--- src/rtl/bus_mem_responder.sv ---
// bus_mem_responder
//   Memory-side responder for the CPU sequencer's rd/wr/addr/data bus.
//   Holds a 2^AW x DW RAM. After reset it boots: the RAM is filled from a
//   valid/ready byte stream while the CPU is held in reset. It then moves to
//   RUN, where it answers reads and captures writes.
//
//   Optional feature (macro MEM_WP_EN): in RUN, writes to addresses below
//   WP_LIMIT are dropped and set a sticky wp_err. Boot writes are never
//   protected. When the macro is undefined, wp_err is tied 0.
//
// Ports
//   clk, rst_      clock, asynchronous active-low reset
//   addr           bus address from the address mux
//   rd, wr         read / write strobes from the sequencer
//   data_in        CPU write data
//   data_out       read data (holds its last value when not reading)
//   data_oe        read data valid / bus drive enable (combinational)
//   ld_valid       boot byte valid
//   ld_data        boot byte
//   ld_last        boot byte is the last one
//   ld_ready       boot byte accepted on this edge when ld_valid is high
//   cpu_hold       holds the CPU in reset while high (BOOT)
//   boot_done      high in RUN
//   wp_err         sticky write-protect violation
module bus_mem_responder #(
   parameter int AW       = 5,
   parameter int DW       = 8,
   parameter int RD_LAT   = 1,
   parameter int WP_LIMIT = 8
) (
   input  logic          clk,
   input  logic          rst_,
   input  logic [AW-1:0] addr,
   input  logic          rd,
   input  logic          wr,
   input  logic [DW-1:0] data_in,
   output logic [DW-1:0] data_out,
   output logic          data_oe,
   input  logic          ld_valid,
   input  logic [DW-1:0] ld_data,
   input  logic          ld_last,
   output logic          ld_ready,
   output logic          cpu_hold,
   output logic          boot_done,
   output logic          wp_err
);

   typedef enum logic {BOOT = 1'b0, RUN = 1'b1} state_t;

   localparam logic [1:0] LAT = RD_LAT[1:0];

`ifdef MEM_WP_EN
   localparam bit WP_ON = 1'b1;
`else
   localparam bit WP_ON = 1'b0;
`endif

   state_t        state, state_nxt;
   logic [AW-1:0] ld_addr;
   logic [1:0]    rd_cnt;
   logic          wr_q;
   logic          ld_acc;
   logic          run;
   logic          rd_en;
   logic          rd_go;
   logic          wr_rise;
   logic          wr_blocked;

   logic [DW-1:0] mem [0:(1<<AW)-1];

   // ---------------------------------------------------------------- FSM
   always_ff @(posedge clk or negedge rst_) begin
      if (!rst_) state <= BOOT;
      else       state <= state_nxt;
   end

   always_comb begin
      state_nxt = state;
      ld_acc    = 1'b0;
      cpu_hold  = 1'b1;
      boot_done = 1'b0;
      case (state)
         BOOT: begin
            ld_acc = ld_valid & ld_ready;
            // Last byte flagged, or the table is full: no wrap back to 0.
            if (ld_acc && (ld_last || ld_addr == {AW{1'b1}}))
               state_nxt = RUN;
         end
         RUN: begin
            cpu_hold  = 1'b0;
            boot_done = 1'b1;
         end
         default: state_nxt = BOOT;
      endcase
   end

   // ld_ready is registered: it rises the first edge after reset and
   // falls on the edge that accepts the final byte.
   always_ff @(posedge clk or negedge rst_) begin
      if (!rst_) begin
         ld_addr  <= '0;
         ld_ready <= 1'b0;
      end else begin
         ld_ready <= (state_nxt == BOOT);
         if (ld_acc) ld_addr <= ld_addr + 1'b1;
      end
   end

   // ---------------------------------------------------------- RUN side
   assign run        = (state == RUN);
   assign rd_en      = run & rd;
   assign rd_go      = run & rd & ~wr;
   assign wr_rise    = run & wr & ~wr_q;
   assign wr_blocked = WP_ON && (32'(addr) < WP_LIMIT);

   // Combinational so the drive drops in the cycle rd drops, before the
   // CPU side can start driving the bus. A concurrent wr always wins.
   assign data_oe = rd_go & (rd_cnt == LAT);

   always_ff @(posedge clk or negedge rst_) begin
      if (!rst_) begin
         wr_q   <= 1'b0;
         rd_cnt <= '0;
      end else begin
         wr_q <= wr;
         if (rd_go) begin
            if (rd_cnt != LAT) rd_cnt <= rd_cnt + 2'd1;
         end else begin
            rd_cnt <= '0;
         end
      end
   end

   // Single write port shared by boot load and RUN writes; the two are
   // mutually exclusive by state. The RAM itself is never reset.
   always_ff @(posedge clk) begin
      if (ld_acc)
         mem[ld_addr] <= ld_data;
      else if (wr_rise && !wr_blocked)
         mem[addr] <= data_in;
   end

   generate
      if (RD_LAT == 1) begin : g_lat1
         always_ff @(posedge clk or negedge rst_) begin
            if (!rst_)      data_out <= '0;
            else if (rd_en) data_out <= mem[addr];
         end
      end else begin : g_lat2
         logic [DW-1:0] rd_q;
         always_ff @(posedge clk or negedge rst_) begin
            if (!rst_) begin
               rd_q     <= '0;
               data_out <= '0;
            end else if (rd_en) begin
               rd_q     <= mem[addr];
               data_out <= rd_q;
            end
         end
      end
   endgenerate

`ifdef MEM_WP_EN
   always_ff @(posedge clk or negedge rst_) begin
      if (!rst_)                      wp_err <= 1'b0;
      else if (wr_rise && wr_blocked) wp_err <= 1'b1;
   end
`else
   assign wp_err = 1'b0;
`endif

endmodule

--- config.mk ---
export PLATFORM = sky130hd
export DESIGN_NAME = bus_mem_responder
export DESIGN_NICKNAME = d
export VERILOG_FILES = /design/src/rtl/bus_mem_responder.sv
export SDC_FILE = /design/constraint.sdc
export NUM_CORES = 1
export LEC_CHECK = 0
export ABC_AREA = 1
export CAP_MARGIN = 0
export CORE_MARGIN = 2
export CORE_UTILIZATION = 25
export DETAILED_ROUTE_END_ITERATION = 6
export GPL_ROUTABILITY_DRIVEN = 1
export SLEW_MARGIN = 25
export SYNTH_ARGS = -nofsm -noshare
export SYNTH_HDL_FRONTEND = slang
export SYNTH_SLANG_ARGS = --single-unit
--- constraint.sdc ---
create_clock -name clk -period 2.2 [get_ports clk]
set_input_delay 0.44 -clock clk [delete_from_list [all_inputs] [get_ports clk]]
set_output_delay 0.44 -clock clk [all_outputs]
set_load 0.05 [all_outputs]
**Yosys cells after proc, flatten, opt, wreduce, memory -nomap -nowiden**

Memory sizes are Yosys's and may differ from the RTL's. A register that Yosys moved wholly into a read port is not among the register bits.
Cells that the tools add are included.

- $add $sub $neg: 2
- Equal/unequal tests: 4
- Mux-type cells: 15
- Bitwise operators: 9
- Reduce and logical (&&, ||, !) cells: 4

Operators by type and width:

| operator | number |
|---|---|
| $mux W1 | 11 |
| $mux W8 | 1 |
| $reduce_or A8 Y1 | 1 |
| $and A1 B1 Y1 | 6 |
| $add A5 B1 Y5 const B | 1 |
| $eq A5 B5 Y1 const B | 1 |
| $mux W5 | 1 |
| $mux W2 | 2 |
| $ne A2 B1 Y1 const B | 2 |
| $not A1 Y1 | 3 |
| $add A2 B1 Y2 const B | 1 |
| $eq A2 B1 Y1 const B | 1 |
| $logic_and A1 B1 Y1 | 1 |
| $logic_not A1 Y1 | 1 |
| $logic_or A1 B1 Y1 | 1 |

- Bits in registers: 10
- Bits in writable memories: 256
- Output and inout bits: 13
- Memories kept: 1

Memory list:

| name | depth | width | read ports | clocked after memory_dff | wr ports | line | source |
|---|---|---|---|---|---|---|---|
| mem | 32 | 8 | 1 | 1 | 1 | 69 | `logic [DW-1:0] mem [0:(1<<AW)-1];` |

**Depth between registers and ports, before layout**

- Word-level depth: 7
- Depth in mapped cells: 11

**Worst setup path before layout**

Ideal clock, no wire load.

- Path kind: flip-flop to flip-flop
- Start: register state (netlist: run)
- End: memory mem[23][0] (enable)
- Data arrival time: 2120 ps
- Required time: 1830 ps
- Setup slack: -290 ps
- Cell stages (with the launch flop): 10
- Buffers on the path: 1
- Clock period less this slack: 2490 ps
- Cells stage by stage: dfrtp_1 inv_2 nor2_2 nand2_4 buf_6 nand2_1 o21ai_1 nor2_1 nand2_1 nor2_1

- Longest elaborated chain between the ends: 7
- Elaborated cells on any way between the ends: 11
- Those cells by class: mux: 8; bitwise: 2; reduce/logical: 1

Ends and longest elaborated chain:

| element | line | source |
|---|---|---|
| start, declared | 58 | `state_t state, state_nxt;` |
| start signal, assigned | 74 | `else state <= state_nxt;` |
| $and A1 B1 Y1 (2 in a row) | 113 | `assign wr_rise = run & wr & ~wr_q;` |
| $mux W1 | 139 | `else if (wr_rise && !wr_blocked)` |
| $mux W1 | 137 | `if (ld_acc)` |
| $mux W1 (implied by the code) | 140 | `mem[addr] <= data_in;` |
| $reduce_or A8 Y1 (no line) | - |  |
| $mux W5 (no line) / $mux W1 (equally long branches) | - |  |
| end, declared | 69 |  |

Parallel ways exist; a longest one is shown, timed or not.

**Worst setup path after layout**

- Start: input port wr
- End: output port data_oe

- Longest elaborated chain between the ends: 3

Ends and longest elaborated chain:

| element | line | source |
|---|---|---|
| start, declared | 35 | `input logic wr,` |
| $not A1 Y1 | 112 | `assign rd_go = run & rd & ~wr;` |
| $and A1 B1 Y1 | 112 |  |
| $and A1 B1 Y1 | 118 | `assign data_oe = rd_go & (rd_cnt == LAT);` |
| end, declared | 38 | `output logic data_oe,` |

Every way passes these cells.

==> impl_metrics.py <==
metrics = {
    "pwr": {
        "power_density_mw_per_mm2": 823,
        "irDropWorstVdd_mv": 0.539,
        "power_mw": 11.4,
        "p_leak_nw": 5.07,
    },
    "yosys": {
        "synth_compound_area_share_pct": 0.530,
        "synth_fa_ha_area_share_pct": 0.331,
        "synth-simple-area-share_pct": 23.3,
        "synth.cell_area_sq_mm": 0.0113,
        "avgSynthCellArea_sq_um": 11.4,
        "yosys_register_bits": 274,
        "yosysSeqAreaShare_pct": 71.8,
        "synth_top_family_by_area": "simple AND/OR/NAND/NOR gates",
        "synthCells": 994,
        "muxShareOfSynthArea_pct": 0.795,
        "synth_fp_nets": 1024,
        "yosys_warnings": 0,
        "yosysUniqueCellTypes": 27,
        "synth-xor-area-share_pct": 0.309,
    },
    "worst_setup_path": {
        "cp_slowest_cell": "clkdlybuf4s50_1",
        "cp_data_arrival_time_ns": 1.72,
        "reg2reg_depth": 9,
        "crit_path_cell_trace": "clkdlybuf4s50_1 -> buf_4 -> or2_2 -> nor2_4 -> buf_12",
        "end_kind": "output port",
        "crit_required_ns": 1.76,
        "start_kind": "input port",
        "cpPeakStageDelay_ns": 0.48,
        "critical_path_class": "in2out",
        "cp_max_fo": 3,
    },
    "placed_design": {
        "dpl-instance-area_sq_mm": 0.0129,
        "io_buffers": 38,
        "routabilityCongestion": 0.861,
        "dp_slack_ns": -0.175,
        "dp_hpwl_um": 17500,
    },
    "sta": {
        "worst_slew_pin_slew_ns": 0.532,
        "setup_slack_ns": 0.0363,
        "period_share_pct": 98.4,
        "max_freq_mhz": 462,
        "hold_viol": 0,
        "slew_viol_final": 0,
        "finalSetupViolCount": 0,
        "skew_ns": 0.0118,
        "layout_min_cycle_time_ns": 2.16,
        "timing.slew.headroom_pct": 64.4,
        "hold_slack_ns": 0.241,
        "rsz0062_at_grt": "false",
    },
    "clocking": {
        "cts_root_buf": "clkbuf_16",
        "htree_levels": 1,
        "cts_tree": "done",
        "clk_latency_ns": 0.53,
        "postCtsHoldBufs": 0,
        "clockBufferDepth": 3,
        "cts_buffers": 29,
        "clk_pin_slew_ns": 0.06,
        "cts.sinks": 274,
        "cts_setup_buffers": 0,
    },
    "run_status": {
        "status": "finished clean",
    },
    "cells_and_area": {
        "area_growth_pct": 22.0,
        "antenna_cells": 0,
        "fin_nets": 1110,
        "drive_gt1_share_pct": 12.2,
        "fin_area_sq_mm": 0.0138,
    },
    "global_routing": {
        "antenna_found_initial": 0,
        "grt_remaining_overflow": 0,
        "grt_max_degree": 65,
        "grt_pass1_vias": 7515,
        "grt_pass1_wl_um": 43000,
        "grt_usage_pct": 11.9,
    },
    "die": {
        "pin_count": 40,
        "die_x_um": 217,
        "initial_core_util_pct": 25.1,
        "dieArea_sq_mm": 0.0471,
        "core_sq_mm": 0.0451,
        "die_height_um": 217,
        "num_rows": 78,
    },
    "worst_hold_path": {
        "hp-class": "in2async",
    },
    "detailed_routing": {
        "antenna_left": 0,
        "vias": 7681,
        "first_pass_iters": 5,
        "routedWlPerCell_um": 16.7,
        "via_per_inst": 4.52,
        "routed_wirelength_um": 28400,
        "drc": 0,
        "drt_iter0_markers": 887,
    },
    "flow_run": {
        "cap_viol_max_count": 0,
    },
}
## registers in the layout, summed over array words and instances (netlist names)
signal    cells
run           1
ld_ready      1
data_out      8
rd_cnt        2
ld_addr       5
mem         256
wr_q          1
## worst max-delay path, delay by kind of cell
family / cells / cell delay [ns]
AND/OR/NAND/NOR: 2 / 0.48
buffers and inverters: 3 / 0.80
## cell usage after synthesis
library cell,number,share of area [%]
dfrtp_1,18,4.0
nand2_1,356,12
nand3_2,4,0.35
buf_6,1,0.099
xnor2_1,1,0.077
nor2_1,41,1.4
clkinv_1,1,0.033
or2_2,1,0.055
o21ai_0,3,0.13
nand3_1,216,9.5
inv_2,2,0.066
conb_1,1,0.033
buf_4,1,0.066
edfxtp_1,256,68
nand4_1,1,0.055
xor2_1,3,0.23
buf_2,34,1.5
ha_1,3,0.33
nor2_2,1,0.055
buf_1,5,0.17
inv_1,16,0.53
mux2_2,8,0.79
o21ai_2,2,0.15
o31ai_1,1,0.066
o21ai_1,4,0.18
nand2_4,1,0.099
clkbuf_1,13,0.43
## placed cells by master (no fill, tap or decap)
| cell | synthesis | layout |
|---|---|---|
| nand2_1 | 356 | 356 |
| edfxtp_1 | 256 | 256 |
| nand3_1 | 216 | 216 |
| buf_4 | 1 | 58 |
| nor2_1 | 41 | 39 |
| clkdlybuf4s50_1 | 0 | 30 |
| clkbuf_16 | 0 | 29 |
| dfrtp_1 | 18 | 17 |
| inv_1 | 16 | 15 |
| buf_12 | 0 | 15 |
| mux2_2 | 8 | 8 |
| clkbuf_1 | 13 | 8 |
| clkinv_1 | 1 | 7 |
| dlygate4sd2_1 | 0 | 5 |
| o21ai_1 | 4 | 4 |
| nand3_2 | 4 | 4 |
| clkinv_2 | 0 | 4 |
| o21ai_0 | 3 | 3 |
| xor2_1 | 3 | 3 |
| ha_1 | 3 | 3 |
| bufinv_16 | 0 | 3 |
| inv_2 | 2 | 2 |
| nor2_2 | 1 | 2 |
| o21ai_2 | 2 | 2 |
| clkinvlp_4 | 0 | 2 |
| nand2_4 | 1 | 1 |
| or2_2 | 1 | 1 |
| nor2_4 | 0 | 1 |
| nand4_1 | 1 | 1 |
| xnor2_1 | 1 | 1 |
| o31ai_1 | 1 | 1 |
| conb_1 | 1 | 1 |
| buf_2 | 34 | 1 |
| dfrtp_2 | 0 | 1 |
## logic make-up after synthesis
group	Yosys count
AO/OA/AOI/OAI	10
XOR/XNOR	4
adder cells (fa/ha/maj)	3
buffers and inverters	73
flip-flops	274
multiplexers	8
other	1
AND/OR/NAND/NOR	621
## layout make-up
cell class,count,area [sq um]
fill,4558,31300
sequential,274,8140
multi-input combinational,647,2880
timing repair buffer,109,1080
clock buffer,37,756
tap,600,751
clock inverter,14,143
inverter,19,72.6
## per-stage QoR
stage / setup TNS, ns / utilization, % / std cells
floorplan: -20.48 / - / 994
global placement: -29.98 / 28.7 / 1649
CTS: 0 / 30.7 / 1700
global route: 0 / 30.7 / 1700
detailed placement: -32.27 / 28.7 / 1649
finish: 0 / 30.7 / 1700
## report_power, final
| group | internal, mW | total [mW] | switching, mW |
|---|---|---|---|
| clock network | 2.75 | 4.62 | 1.87 |
| logic | 0.295 | 0.952 | 0.658 |
| registers | 5.78 | 5.80 | 0.0227 |
## routing by layer
layer  track usage (%)  vias to the layer above  part of all wire (%)
met5                 0                        -                     0
met4              4.25                        0                   3.4
met3              1.82                       72                   6.7
met2              19.6                      281                    46
met1              15.9                     3698                    44
li1                  -                     3630                     -
## path summary, 6_finish.rpt
path / slack, ns / endpoint / startpoint
max: 0.04 / data_oe / wr
min: 0.24 / data_out[3] / rst_
max reg2reg: 0.25 / mem[7][3] / run
min reg2reg: 0.48 / rd_cnt[1] / rd_cnt[1]
max in group asynchronous: 1.73 / run / rst_
min in group clk: 0.48 / rd_cnt[1] / rd_cnt[1]
## timing repair
action	in CTS	in global routing
setup endpoints to repair	6	0
hold endpoints to repair	0	0
resized for setup	6	0
Power figures use the tool's default switching activity.
==> RTL change (same settings) <==
Build with the macro `MEM_WP_EN` defined.
--- a/src/rtl/bus_mem_responder.sv
+++ b/src/rtl/bus_mem_responder.sv
@@ -24,2 +24,4 @@
 //   wp_err         sticky write-protect violation
+`define MEM_WP_EN
+
 module bus_mem_responder #(
Behaviour: not the same (a bounded check fails within 4 cycles, from zero or initial values and one cycle with rst_ low).
==> RTL change against the unedited design <==
Wire length shrank 0.14%. Highest routed layer unchanged. First-iteration DRC count down 25%. Total power hardly changed. Cell area rose by 2.8%. Clock skew down 0.0013 ns. Sequential cell count rose by 1. Synthesized area up 0.83%. Setup slack improved by 0.011 ns.
==> RTL change: results (changes against the unedited design) <==
run status=finished clean; via/cell ratio=4.420 (-2.2%); post-detail-place hpwl=17350 um (-1.1%); Total GRT Usage=11.98% (+0.067 points); synth cell count leaders=351 x nand2_1, 256 x edfxtp_1, 180 x nand3_1, 79 x nor2_1, 40 x inv_1; CP Launch Point=data_out[0]; slew at the pin closest to its max-slew limit=0.5636 ns (+0.03136 ns); Register-to-Register Setup Slack=0.19 ns (-0.06 ns); fin nets=1160 (+4.5%); RR Endpoint=mem[27][7]; P_int=8.849 mW (+0.25%); Seq/Total Area, Yosys=71.43% (-0.37 points); P_comb=983 uW (+3.3%); Peak VDD IR=0.4950 mV (-8.2%); layout cells sized above 1=14.90% (+2.7 points); top cells by area, synth=edfxtp_1 67%, nand2_1 12%, nand3_1 7.9%; Synth Net Count=1064 (+3.9%); number of DRC markers in iteration 0=661 (-25%); drt total wl=28380 um (-0.14%); top_reg_cell synth=edfxtp_1; global-route wire length before repair=43850 um (+2.0%); synth warn=0 (unchanged); leakage power=5.324 nW (+5.0%); Area after DPL=13110 sq um (+1.4%); arrival time at the worst endpoint=1.71 ns; clk_skew=0.01059 ns (-0.001252 ns); Top Registers=mem: 256 flops, data_out: 8 flops, ld_addr: 5 flops; non-filler cells, final=1748 (+2.8%); r2r worst-path depth=8 (-1); P per Cell Area=801.6 nW/um^2 (-2.6%); Hold Crit Class=in -> async; critical path peak fanout=2 (-1); Mapped Cells=1034 (+4.0%); Final min period=2.153 ns (-0.01086 ns); CTS Buffer Depth=3 (unchanged); CP max stage delay=0.82 ns (+0.34 ns); P_seq=5.82 mW (about the same); number of instances in the placed design=1699 (+3.0%); H-tree levels=1 (unchanged); Initial DRT Pass Iterations=5 (unchanged); dpl ws=-0.5236 ns (-0.3481 ns); EDFF count, synth=256 (unchanged); Port Buffer Count=39 (+2.6%); CTS Buf Count=28 (-3.4%); ys async rst share=6.909% (+0.34 points); latest clock arrival within the worst-skew pair=0.53 ns (about the same); FF-to-FF Start=wr_q; CP endpoint=data_out[0]; synth unique cells=27 (unchanged); final weighted congestion in routability-driven placement=0.8439 (-2.0%); clock root buffer=clkbuf_16; pin count of the biggest net entering global routing=129 (+98%); # diodes=0 (unchanged); via count of the first global-routing pass=7597 (+1.1%); Clk pin slew, worst setup/hold paths=0.06 ns (about the same)
==> RTL change: worst min path at each step <==
stage / from / to / slack, ns
2_1_floorplan: rst_ / data_out[0] / 0.14
3_3_place_gp: wp_err / wp_err / 0.46
3_5_place_dp: wp_err / wp_err / 0.47
4_1_cts: rst_ / ld_ready / 0.24
5_1_grt: rst_ / ld_ready / 0.27
6_report: rst_ / ld_ready / 0.25
==> RTL change: what timing repair did <==
| action | 4_1_cts | 5_1_grt |
|---|---|---|
| gates cloned | 0 | 1 |
| gates resized for setup | 3 | 54 |
| endpoints found under the setup margin | 3 | 259 |
| hold endpoints to repair | 0 | 0 |
| buffers inserted | 0 | 0 |
| pin swaps | 0 | 4 |
==> RTL change: layout make-up <==
type / instances / area [sq um]
clock buffer: 35 / 748.2
fill: 4584 / 31080
tap: 600 / 750.7
timing repair buffer: 118 / 1200
sequential: 275 / 8164
clock inverter: 13 / 142.6
inverter: 46 / 176.4
multi-input combinational: 661 / 3023
==> RTL change: cell families after synthesis <==
family / synth area share [%]
compound gates: 1.960
xor+xnor: 0.3066
fa+ha+maj: 0.3285
buf+inv: 3.537
flops: 71.43
simple gates: 22.44
==> RTL change: worst register-to-register path: cells and delay by family (launching register included) <==
kind | cells | cell delay [ns]
AO/OA/AOI/OAI | 1 | 0.08
buffers and inverters | 3 | 0.53
flip-flops | 1 | 0.42
AND/OR/NAND/NOR | 4 | 0.68
==> RTL change: metal layers <==
metal / GRT usage, % / vias up / part of all wire, %
li1: - / 3720 / -
met1: 16.45 / 3667 / 43
met2: 19.36 / 294 / 46
met3: 2.176 / 46 / 7.8
met4: 3.424 / 0 / 2.2
met5: 0 / - / 0
